$ cat src/rtl/bus_mux_pipe_if.sv
// Bus multiplexer interface: source words and drive enables in, registered bus and debug status out.
interface bus_mux_pipe_if #(
  parameter int unsigned WIDTH = 32,
  parameter int unsigned NSRC  = 24,
  parameter int unsigned CNT_W = 8
);
  localparam int unsigned SELW = (NSRC > 1) ? $clog2(NSRC) : 1;

  logic [NSRC*WIDTH-1:0] src_data;
  logic [NSRC-1:0]       src_en;
  logic                  stall;
  logic                  clr_err;
  logic [WIDTH-1:0]      bus_out;
  logic                  bus_valid;
  logic [SELW-1:0]       bus_src;
  logic                  conflict;
  logic [CNT_W-1:0]      conflict_cnt;

  modport master (
    output src_data, src_en, stall, clr_err,
    input  bus_out, bus_valid, bus_src, conflict, conflict_cnt
  );

  modport slave (
    input  src_data, src_en, stall, clr_err,
    output bus_out, bus_valid, bus_src, conflict, conflict_cnt
  );
endinterface

$ cat src/rtl/bus_mux_pipe.sv
// Registered fixed-priority datapath bus multiplexer driven by one-hot enables,
// with multi-driver conflict detection and a saturating conflict counter.
module bus_mux_pipe #(
  parameter int unsigned WIDTH     = 32,
  parameter int unsigned NSRC      = 24,
  parameter int unsigned IDLE_ZERO = 0,
  parameter int unsigned CNT_W     = 8
) (
  input logic         clk,
  input logic         rst_n,
  bus_mux_pipe_if.slave bus
);
  localparam int unsigned SELW = (NSRC > 1) ? $clog2(NSRC) : 1;

  logic [WIDTH-1:0] bus_q;
  logic             valid_q;
  logic [SELW-1:0]  src_q;
  logic             conflict_q;
  logic [CNT_W-1:0] cnt_q;

  logic [WIDTH-1:0] win_data;
  logic [SELW-1:0]  win_idx;
  logic             any_en;
  logic             multi_en;

  // Lowest set enable wins: scan downward so the last hit is the lowest index.
  always_comb begin
    win_data = '0;
    win_idx  = '0;
    for (int i = NSRC - 1; i >= 0; i--) begin
      if (bus.src_en[i]) begin
        win_data = bus.src_data[i*WIDTH +: WIDTH];
        win_idx  = SELW'(i);
      end
    end
    any_en   = |bus.src_en;
    multi_en = |(bus.src_en & (bus.src_en - NSRC'(1)));
  end

  always_ff @(posedge clk or negedge rst_n) begin
    if (!rst_n) begin
      bus_q      <= '0;
      valid_q    <= 1'b0;
      src_q      <= '0;
      conflict_q <= 1'b0;
      cnt_q      <= '0;
    end else if (!bus.stall) begin
      valid_q    <= any_en;
      conflict_q <= multi_en;
      if (any_en) begin
        bus_q <= win_data;
        src_q <= win_idx;
      end else if (IDLE_ZERO != 0) begin
        bus_q <= '0;
      end
      // Clear has priority over a coincident conflict increment.
      if (bus.clr_err) begin
        cnt_q <= '0;
      end else if (multi_en && (cnt_q != {CNT_W{1'b1}})) begin
        cnt_q <= cnt_q + CNT_W'(1);
      end
    end
  end

  assign bus.bus_out      = bus_q;
  assign bus.bus_valid    = valid_q;
  assign bus.bus_src      = src_q;
  assign bus.conflict     = conflict_q;
  assign bus.conflict_cnt = cnt_q;
endmodule

$ cat src/flat_wrapper.sv
// flat-port wrapper written by rule: the top's interface ports become plain ports
module bus_mux_pipe_flat 
#(
  parameter int unsigned WIDTH     = 32,
  parameter int unsigned NSRC      = 24,
  parameter int unsigned IDLE_ZERO = 0,
  parameter int unsigned CNT_W     = 8
)
  (clk, rst_n, bus_src_data, bus_src_en, bus_stall, bus_clr_err, bus_bus_out, bus_bus_valid, bus_bus_src, bus_conflict, bus_conflict_cnt);
  bus_mux_pipe_if #(.WIDTH(WIDTH), .NSRC(NSRC), .CNT_W(CNT_W)) bus_i ();
  input logic clk;
  input logic rst_n;
  input wire logic [$bits(bus_i.src_data)-1:0] bus_src_data;
  input wire logic [$bits(bus_i.src_en)-1:0] bus_src_en;
  input wire logic [$bits(bus_i.stall)-1:0] bus_stall;
  input wire logic [$bits(bus_i.clr_err)-1:0] bus_clr_err;
  output wire logic [$bits(bus_i.bus_out)-1:0] bus_bus_out;
  output wire logic [$bits(bus_i.bus_valid)-1:0] bus_bus_valid;
  output wire logic [$bits(bus_i.bus_src)-1:0] bus_bus_src;
  output wire logic [$bits(bus_i.conflict)-1:0] bus_conflict;
  output wire logic [$bits(bus_i.conflict_cnt)-1:0] bus_conflict_cnt;
  assign bus_i.src_data = bus_src_data;
  assign bus_i.src_en = bus_src_en;
  assign bus_i.stall = bus_stall;
  assign bus_i.clr_err = bus_clr_err;
  assign bus_bus_out = bus_i.bus_out;
  assign bus_bus_valid = bus_i.bus_valid;
  assign bus_bus_src = bus_i.bus_src;
  assign bus_conflict = bus_i.conflict;
  assign bus_conflict_cnt = bus_i.conflict_cnt;
  bus_mux_pipe #(.WIDTH(WIDTH), .NSRC(NSRC), .IDLE_ZERO(IDLE_ZERO), .CNT_W(CNT_W)) u_core (.clk(clk), .rst_n(rst_n), .bus(bus_i));
endmodule
$ cat config.mk
export PLATFORM = sky130hd
export DESIGN_NAME = bus_mux_pipe_flat
export DESIGN_NICKNAME = d
export VERILOG_FILES = /design/src/rtl/bus_mux_pipe_if.sv /design/src/rtl/bus_mux_pipe.sv /design/src/flat_wrapper.sv
export SDC_FILE = /design/constraint.sdc
export NUM_CORES = 1
export LEC_CHECK = 0
export ABC_AREA = 1
export BUFFER_PORTS_ARGS = -buffer_cell sky130_fd_sc_hd__buf_2
export CORE_AREA = 2 2 329 331
export CTS_BUF_LIST = sky130_fd_sc_hd__clkbuf_4 sky130_fd_sc_hd__clkbuf_8
export DETAILED_ROUTE_END_ITERATION = 16
export DIE_AREA = 0 0 331 333
export GPL_TIMING_DRIVEN = 0
export SLEW_MARGIN = 20
export SYNTH_ARGS = -nofsm -noshare
export SYNTH_HDL_FRONTEND = slang
export SYNTH_SLANG_ARGS = --single-unit
$ cat constraint.sdc
create_clock -name clk -period 3 [get_ports clk]
set_input_delay 0.6 -clock clk [delete_from_list [all_inputs] [get_ports clk]]
set_output_delay 0.6 -clock clk [all_outputs]
set_load 0.05 [all_outputs]
* Word level (Yosys, flattened, before mapping) *
Cells that the tools add are included.
Widths: inputs -> output; s select.

storage, ports and cells
  flip-flop bits (word level) = 47
  memories kept = 0
  output and inout bits = 47
  ROM bits = 0
  bits in writable memories = 0
  input bits = 796
  bits in latches = 0
  logic and storage cells = 66

operators by class
  reduce and logical (&&, ||, !) cells = 6
  bitwise logic cells = 2
  order comparisons = 0
  multipliers = 0
  add/subtract/negate cells = 2
  mux-type cells = 50
  shift-type cells = 0
  equality and inequality tests = 1
  divide/modulo/power cells = 0

operators with widths
  operator               number
  $mux 32                24
  $mux 5                 24
  $reduce_or 24->1       2
  $and 24x24->24         1
  $sub 24x1->24 const B  1
  $mux 8                 2
  $add 8x1->8 const B    1
  $ne 8x8->1 const B     1
  $reduce_and 2->1       2
  $reduce_bool 2->1      1
  $logic_and 1x1->1      1
  $not 1->1              1

* Longest topological paths before layout *
Gate-level depths: netlist (run 1).

  word-level depth = 24
  mapped depth = 21

* Worst setup path before layout (run 1) *
OpenSTA, ideal clock, no wires.

  path kind = input-to-reg
  from = input port bus_src_en[4]
  to = register u_core.cnt_q[6] (netlist: u_core.bus.conflict_cnt[6])
  slack = 0.982 ns
  cell stages on the path = 15
  arrival = 1.897 ns
  required time = 2.879 ns
  library setup time = 0.121 ns
  cell sequence = buf_2 > nor2_4 > inv_2 > nor2_4 > nand2_4 > nor2_2 > inv_2 > o21ai_2 > nand2_1 > nor2_2 > nand2_2 > nor2_4 > nor2_1 > nand4_1 > nand2_1

on the way
  word-level cells in the longest chain between the ends = 6

RTL lines
  item                             RTL line            text
  start, declared                  flat_wrapper.sv:14  input wire logic [$bits(bus_i.src_en)-1:0] bus_src_en;
  $sub 24x1->24                    bus_mux_pipe.sv:37  multi_en = |(bus.src_en & (bus.src_en - NSRC'(1)));
  $and 24x24->24 (*)               bus_mux_pipe.sv:37
  $reduce_or 24->1 (*)             bus_mux_pipe.sv:37
  $logic_and 1x1->1 (*)            bus_mux_pipe.sv:59  end else if (multi_en && (cnt_q != {CNT_W{1'b1}})) begin
  $reduce_bool 2->1 (no line) (*)  -
  $reduce_and 2->1 (no line) (*)   -
  end signal, assigned             bus_mux_pipe.sv:60  cnt_q <= cnt_q + CNT_W'(1);
  end, declared                    bus_mux_pipe.sv:19  logic [CNT_W-1:0] cnt_q;

Mark *: on every way between the ends. The rest lies on a longest branch, timed or not.
A chain may end at the register's enable or synchronous reset.

* Worst setup path after layout (run 1) *
  from = input port bus_src_en[15]
  to = register u_core.bus_q[0] (netlist: u_core.bus.bus_out[0])

on the way
  word-level cells in the longest chain between the ends = 16

RTL lines
  item                    RTL line            text
  $mux 32 (16 in series)  bus_mux_pipe.sv:31  if (bus.src_en[i]) begin
  end signal, assigned    bus_mux_pipe.sv:51  bus_q <= win_data;
  end, declared           bus_mux_pipe.sv:15  logic [WIDTH-1:0] bus_q;

Several ways; a longest one is shown, not always the timed one.

==> results.yml, run 1 <==
floorplanning:
  die_x_um: 331
  die_h_um: 333
  rows: 120
  core_area_um2: 107000
  io-pin-count: 843
  die_area_um2: 110000
  start_util_pct: 9.17
clocking:
  clk_pin_slew_worst_paths_ps: 110
  clk_path_buf_depth: 2
  cts_inserted_buffers: 5
  clk_latency_ps: 350
  tritoncts: "built"
  clock-root-buffer: "clkbuf_8"
  htree_levels: 2
  hold_buffers: 0
  cts.sinks: 47
power_and_ir_drop:
  p_per_area_nw_per_um2: 233
  leakage_nw: 8.26
  peakVddDrop_v: 0.000151
worst_setup_path:
  crit_type: "primary input to flop"
  cp_common_cell: "nand2_1"
  cp_data_arrival_time_ps: 3190
  reg2reg_from: "u_core.bus.conflict_cnt[0]"
  r2r_setup_slack_ps: 1380
  start_kind: "primary input"
  cp-startpoint: "bus_src_en[15]"
  r2r_cells: 6
  path_max_fanout: 10
  crit_buf_inv: 4
  rr_endpoint: "u_core.bus.conflict_cnt[4]"
  crit_end: "u_core.bus.bus_out[0]"
  worst_setup_path_end_kind: "flop"
  crit_path_top_delay_cell: "a31oi_2"
  path_delay_family: "simple AND/OR/NAND/NOR gates"
  cp.depth: 19
  crit_required_ps: 3240
  slowest_delay_ps: 270
  path_cells: "buf_2 > inv_1 > buf_8 > buf_6 > nand2_1 > a31oi_2 > nand2_1 > nand2_2 > nand2_1 > nand2_1 > nand2_1 > nand2_1 > nand2_1 > nand2_1 > nand2_1 > nand2_1 > nand2_1 > nand2_1 > nand2_1"
synth:
  synth_adder_area_share_pct: 0.128
  syn_nets: 2787
  avgSynthCellArea_um2: 4.91
  synth_top_family_by_area: "simple AND/OR/NAND/NOR gates"
  yosys_warnings: 0
  synth_compound_area_share_pct: 20.1
  netlist-cell-type-count: 33
  synth_xor_area_share_pct: 0.448
  synth_simple_gate_area_share_pct: 58.9
  ys_seq_area_share_pct: 12.0
  synth_mux_area_share_pct: 0
  ys_seq_elements: 47
  synthCells: 1990
  syn_area_um2: 9780
grt:
  grtUsageTotal_pct: 17.3
  grt_start_max_net_pins: 48
  grt-ovfl-total: 0
  grt_antenna_before_repair: 36
  grt_pass1_wl_mm: 130
  grt_pass1_vias: 16500
placed_design:
  dp_hpwl_mm: 88.3
  placed_area_um2: 15700
  place_inst: 4219
  io_buffers: 826
  gp_congestion: 0.965
timing:
  totalNegativeSetupSlack_ps: 0
  maxSlewHeadroom_pct: 21.5
  period_needed_ps: 2950
  min_period_over_period_pct: 98.2
  drv_slew: 0
  tightest_slew_ps: 1180
  fmax_ghz: 0.339
  setup_viol: 0
  fin_skew_ps: 6.86
  hold_violations: 0
layout:
  nFillCells: 12800
  drive_gt1_share_pct: 35.1
  layout_common_cells: "buf_2, nand2_1, nor2_1"
  syn_to_final_growth_pct: 64.6
  fin_nets: 3625
  postLayoutCellArea_um2: 16100
  fin_cells: 4249
  layout_commonest_cell: "buf_2"
  final_util_pct: 15.1
hold_path:
  holdCritPathClass: "primary input to asynchronous set/reset pin"
route:
  wl_per_cell_um: 23.8
  dr_total_vias: 17400
  drc: 0
  wl_mm: 101
  drt-initial-drc-count: 1381
  drt_first_pass_iters: 7
  vias_per_cell: 4.10
  drtAntennaViolNets: 0
run:
  drv_cap: 0
status:
  outcome: "finished, final reports clean"
-- report_power, final --
group	internal, W	switching [W]
Sequential	0.000693	0.0000391
Clock	0.000252	0.000303
Combinational	0.000826	0.00164
Total	0.00177	0.00198
-- area by class of cell --
class                      instances  area [µm²]  area share, %
timing repair buffer             831        4170           25.9
buffer                           152         733           4.56
clock inverter                     3        46.3          0.288
tap                             1403        1760           10.9
sequential                        47        1180           7.31
clock buffer                       5        68.8          0.428
inverter                          42         175           1.09
antenna                           17        42.5          0.264
multi-input combinational       1749        7920           49.2
-- worst register-to-register path: cells and delay by family (launching register included) --
family	cells	cell delay, ps
flops	1	450
fa+ha+maj	1	250
simple gates	5	860
-- logic make-up after synthesis --
group,count (synthesis)
and+or+nand+nor,1465
AOI/OAI and AO/OA,278
buffers and inverters,194
DFF,47
xor gates and xnor gates,5
adders and majority gates,1
-- registers in the layout (all words and copies together), names as in the netlist --
name and cells:
u_core.bus.conflict_cnt 8, u_core.bus.bus_out 32, u_core.bus.conflict 1, u_core.bus.bus_src 5, u_core.bus.bus_valid 1
-- worst min-delay path by stage --
stage / start / to / slack, ps / cells past startpoint
finish: rst_n / u_core.bus.bus_out[22] / 290 / 1
global route: rst_n / u_core.bus.bus_out[22] / 320 / 1
CTS: rst_n / u_core.bus.bus_out[22] / 290 / 1
detailed placement: u_core.bus.bus_out[24] / u_core.bus.bus_out[24] / 460 / 2
global placement: u_core.bus.bus_out[8] / u_core.bus.bus_out[8] / 460 / 2
floorplan: rst_n / u_core.bus.bus_out[0] / 300 / 0
-- metal layers --
layer	part of all wire [%]	up-vias	global-route usage (%)
met2	46	1032	29.0
met4	3.7	20	5.84
met1	42	8012	22.1
met5	0.14	-	0
li1	-	8202	-
met3	7.6	175	2.93
-- cells in the mapped netlist --
cell type / instances / share of area, %
nand2_1: 828 / 32
o21ai_0: 8 / 0.41
a21oi_1: 67 / 3.4
o21ai_1: 6 / 0.31
inv_4: 3 / 0.19
nand2_4: 3 / 0.35
nor3_2: 2 / 0.20
nor2_1: 537 / 21
nand3b_2: 1 / 0.12
buf_4: 4 / 0.31
buf_2: 44 / 2.3
o41ai_1: 1 / 0.090
clkbuf_1: 96 / 3.7
inv_1: 23 / 0.88
buf_6: 2 / 0.23
nand2_2: 5 / 0.32
buf_1: 6 / 0.23
nor3_1: 9 / 0.46
xor2_1: 3 / 0.27
nand3_1: 50 / 2.6
a31oi_1: 65 / 4.2
xnor2_1: 2 / 0.18
o21ai_2: 1 / 0.090
nor2_4: 5 / 0.58
dfrtp_1: 47 / 12
a221oi_1: 129 / 12
nor2_8: 2 / 0.41
nand3b_1: 1 / 0.077
nand4_1: 12 / 0.77
o22ai_1: 1 / 0.064
inv_2: 16 / 0.61
ha_1: 1 / 0.13
nor2_2: 10 / 0.64
-- timing repair --
| item | in CTS | in global routing |
|---|---|---|
| pin swaps | 1 | 0 |
| resized for setup | 46 | 45 |
| setup buffers | 5 | 0 |
| endpoints found under the setup margin | 28 | 17 |
| gates cloned | 0 | 0 |
-- stage by stage --
step	setup WS, ps	power, W	hold slack (ps)
finish	53.2	0.00375	288
global route	-42.6	0.00400	318
CTS	7.92	0.00375	290
detailed placement	-1160	0.00316	461
global placement	-1170	0.00314	459
floorplan	982	0.00186	304
No activity file was read; power rests on OpenSTA's default activity.
==> run 2: changes to the inputs <==
- PLACE_DENSITY_LB_ADDON: default -> 0.15
- TNS_END_PERCENT: default -> 30
- clock period: 3 -> 2.37 ns (I/O delays scaled with it)
==> run 2 against run 1 <==
  * Hold slack lost 120 ps
  * Sequential power grew 26%
  * Register-to-register slack got worse by 510 ps
  * Largest power group unchanged
==> results.yml, run 2 (synthesis gave the netlist of run 1 again) <==
clocking:
  clk_latency_ps: 330
  cts_inserted_buffers: 5
  clock-root-buffer: "clkbuf_8"
  htree_levels: 2
  tritoncts: "built"
  clk_path_buf_depth: 2
  clk_pin_slew_worst_paths_ps: 120
  hold_buffers: 0
  cts.sinks: 47
layout:
  syn_to_final_growth_pct: 70.1
  drive_gt1_share_pct: 38.7
  final_util_pct: 15.6
  layout_commonest_cell: "buf_2"
  layout_common_cells: "buf_2, nand2_1, nor2_1"
  fin_nets: 3629
  fin_cells: 4244
  largest_register_ffs: 32
timing:
  tightest_slew_ps: 879
  period_needed_ps: 2360
  min_period_over_period_pct: 99.5
  fin_skew_ps: 0.782
  fmax_ghz: 0.424
  drv_slew: 0
  maxSlewHeadroom_pct: 41.2
  hold_violations: 0
  totalNegativeSetupSlack_ps: 0
  rsz0062_at_grt: "true"
  setup_viol: 0
route:
  wl_met2_mm: 50.4
  wl_per_cell_um: 24.0
  vias_per_cell: 3.88
  drtAntennaViolNets: 0
  wl_mm: 102
  wl_met1_mm: 43.7
  dr_total_vias: 16500
  drt-initial-drc-count: 947
  drc: 0
  highest_layer: "met5"
  drt_first_pass_iters: 5
  dr_wl_met3_mm: 5.75
placed_design:
  dp_hpwl_mm: 87.5
  place_inst: 4219
  io_buffers: 826
  gp_congestion: 0.879
status:
  outcome: "finished, final reports clean"
power_and_ir_drop:
  p_per_area_nw_per_um2: 282
  leakage_nw: 8.50
  peakVddDrop_v: 0.000145
grt:
  grt-ovfl-total: 0
  grt_antenna_before_repair: 29
  grt_start_max_net_pins: 48
  grt_pass1_vias: 16700
  grtUsageTotal_pct: 17.5
  grt_pass1_wl_mm: 134
hold_path:
  holdCritPathClass: "primary input to asynchronous set/reset pin"
worst_setup_path:
  crit_type: "primary input to flop"
  start_kind: "primary input"
  crit_required_ps: 2610
  worst_setup_path_end_kind: "flop"
  cp_data_arrival_time_ps: 2600
  path_max_fanout: 6
run:
  drv_cap: 0
floorplanning:
  io-pin-count: 843
  die_area_um2: 110000
  rows: 120
  die_h_um: 333
  core_area_um2: 107000
  start_util_pct: 9.17
  die_x_um: 331
run 2: path summary, 6_finish.rpt:
| path | cells after the start | to | slack [ps] | from |
|---|---|---|---|---|
| max | 21 | u_core.bus.bus_out[26] | 10 | bus_src_en[20] |
| min | 1 | u_core.bus.conflict_cnt[2] | 170 | rst_n |
| max reg2reg | 8 | u_core.bus.conflict_cnt[6] | 870 | u_core.bus.conflict_cnt[0] |
| min reg2reg | 2 | u_core.bus.bus_out[9] | 490 | u_core.bus.bus_out[9] |
| max in group asynchronous | 1 | u_core.bus.bus_out[0] | 1710 | rst_n |
| min in group clk | 3 | u_core.bus.bus_valid | 420 | bus_stall |
run 2: routing by layer:
layer	vias up	global-route usage, %
met1	7554	22.1
li1	8203	-
met4	16	2.95
met5	-	0
met3	81	2.66
met2	621	31.5
run 2: final cells by class:
| class | instances | area, µm² |
|---|---|---|
| repair buffers | 835 | 4210 |
| inverters | 42 | 196 |
| clock inverters | 2 | 17.5 |
| plain buffers | 152 | 946 |
| fillers | 12900 | 90000 |
| well taps | 1403 | 1760 |
| multi-input cells | 1749 | 8230 |
| diodes | 8 | 20.0 |
| flip-flops and latches | 47 | 1180 |
| clock buffers | 6 | 76.3 |
run 2: report_power, final:
part / internal, W / switching (W) / total, W / leakage (nW)
clock network: 0.000225 / 0.000362 / 0.000588 / 0.0488
logic: 0.00112 / 0.00207 / 0.00318 / 7.88
registers: 0.000877 / 0.0000450 / 0.000922 / 0.574
total: 0.00222 / 0.00247 / 0.00469 / 8.50
run 2: through the flow:
stage	hold slack [ps]	power [W]	cell area [µm²]	worst slack [ps]
after floorplan	178	0.00235	9780	478
after CTS	202	0.00469	16200	-130
after global routing	216	0.00504	16600	-61.3
final	168	0.00469	16600	11.2
after global placement	460	0.00399	15700	-1530
after detailed placement	460	0.00398	15700	-1540
run 2: what timing repair did:
action                     4_1_cts  5_1_grt
setup buffers                    7        1
setup endpoints to repair       42       42
pin swaps                        3       10
cloned                           0        1
resized for setup              154      127
hold endpoints to repair         0        0
run 2: critical path, cell delays in order:
cell and delay [ps]:
buf_2 150, inv_4 100, nor2_4 40, buf_12 140
buf_2 150, a21oi_1 130, nand2_1 100, nand2_1 100
nand2_1 60, nand2_1 70, nand2_1 70, nand2_1 100
nand2_1 90, nand2_1 160, nand2_1 120, nand2_1 110
nand2_1 100, nand2_1 110, nand2_1 70, nand2_1 80
nand2_1 60
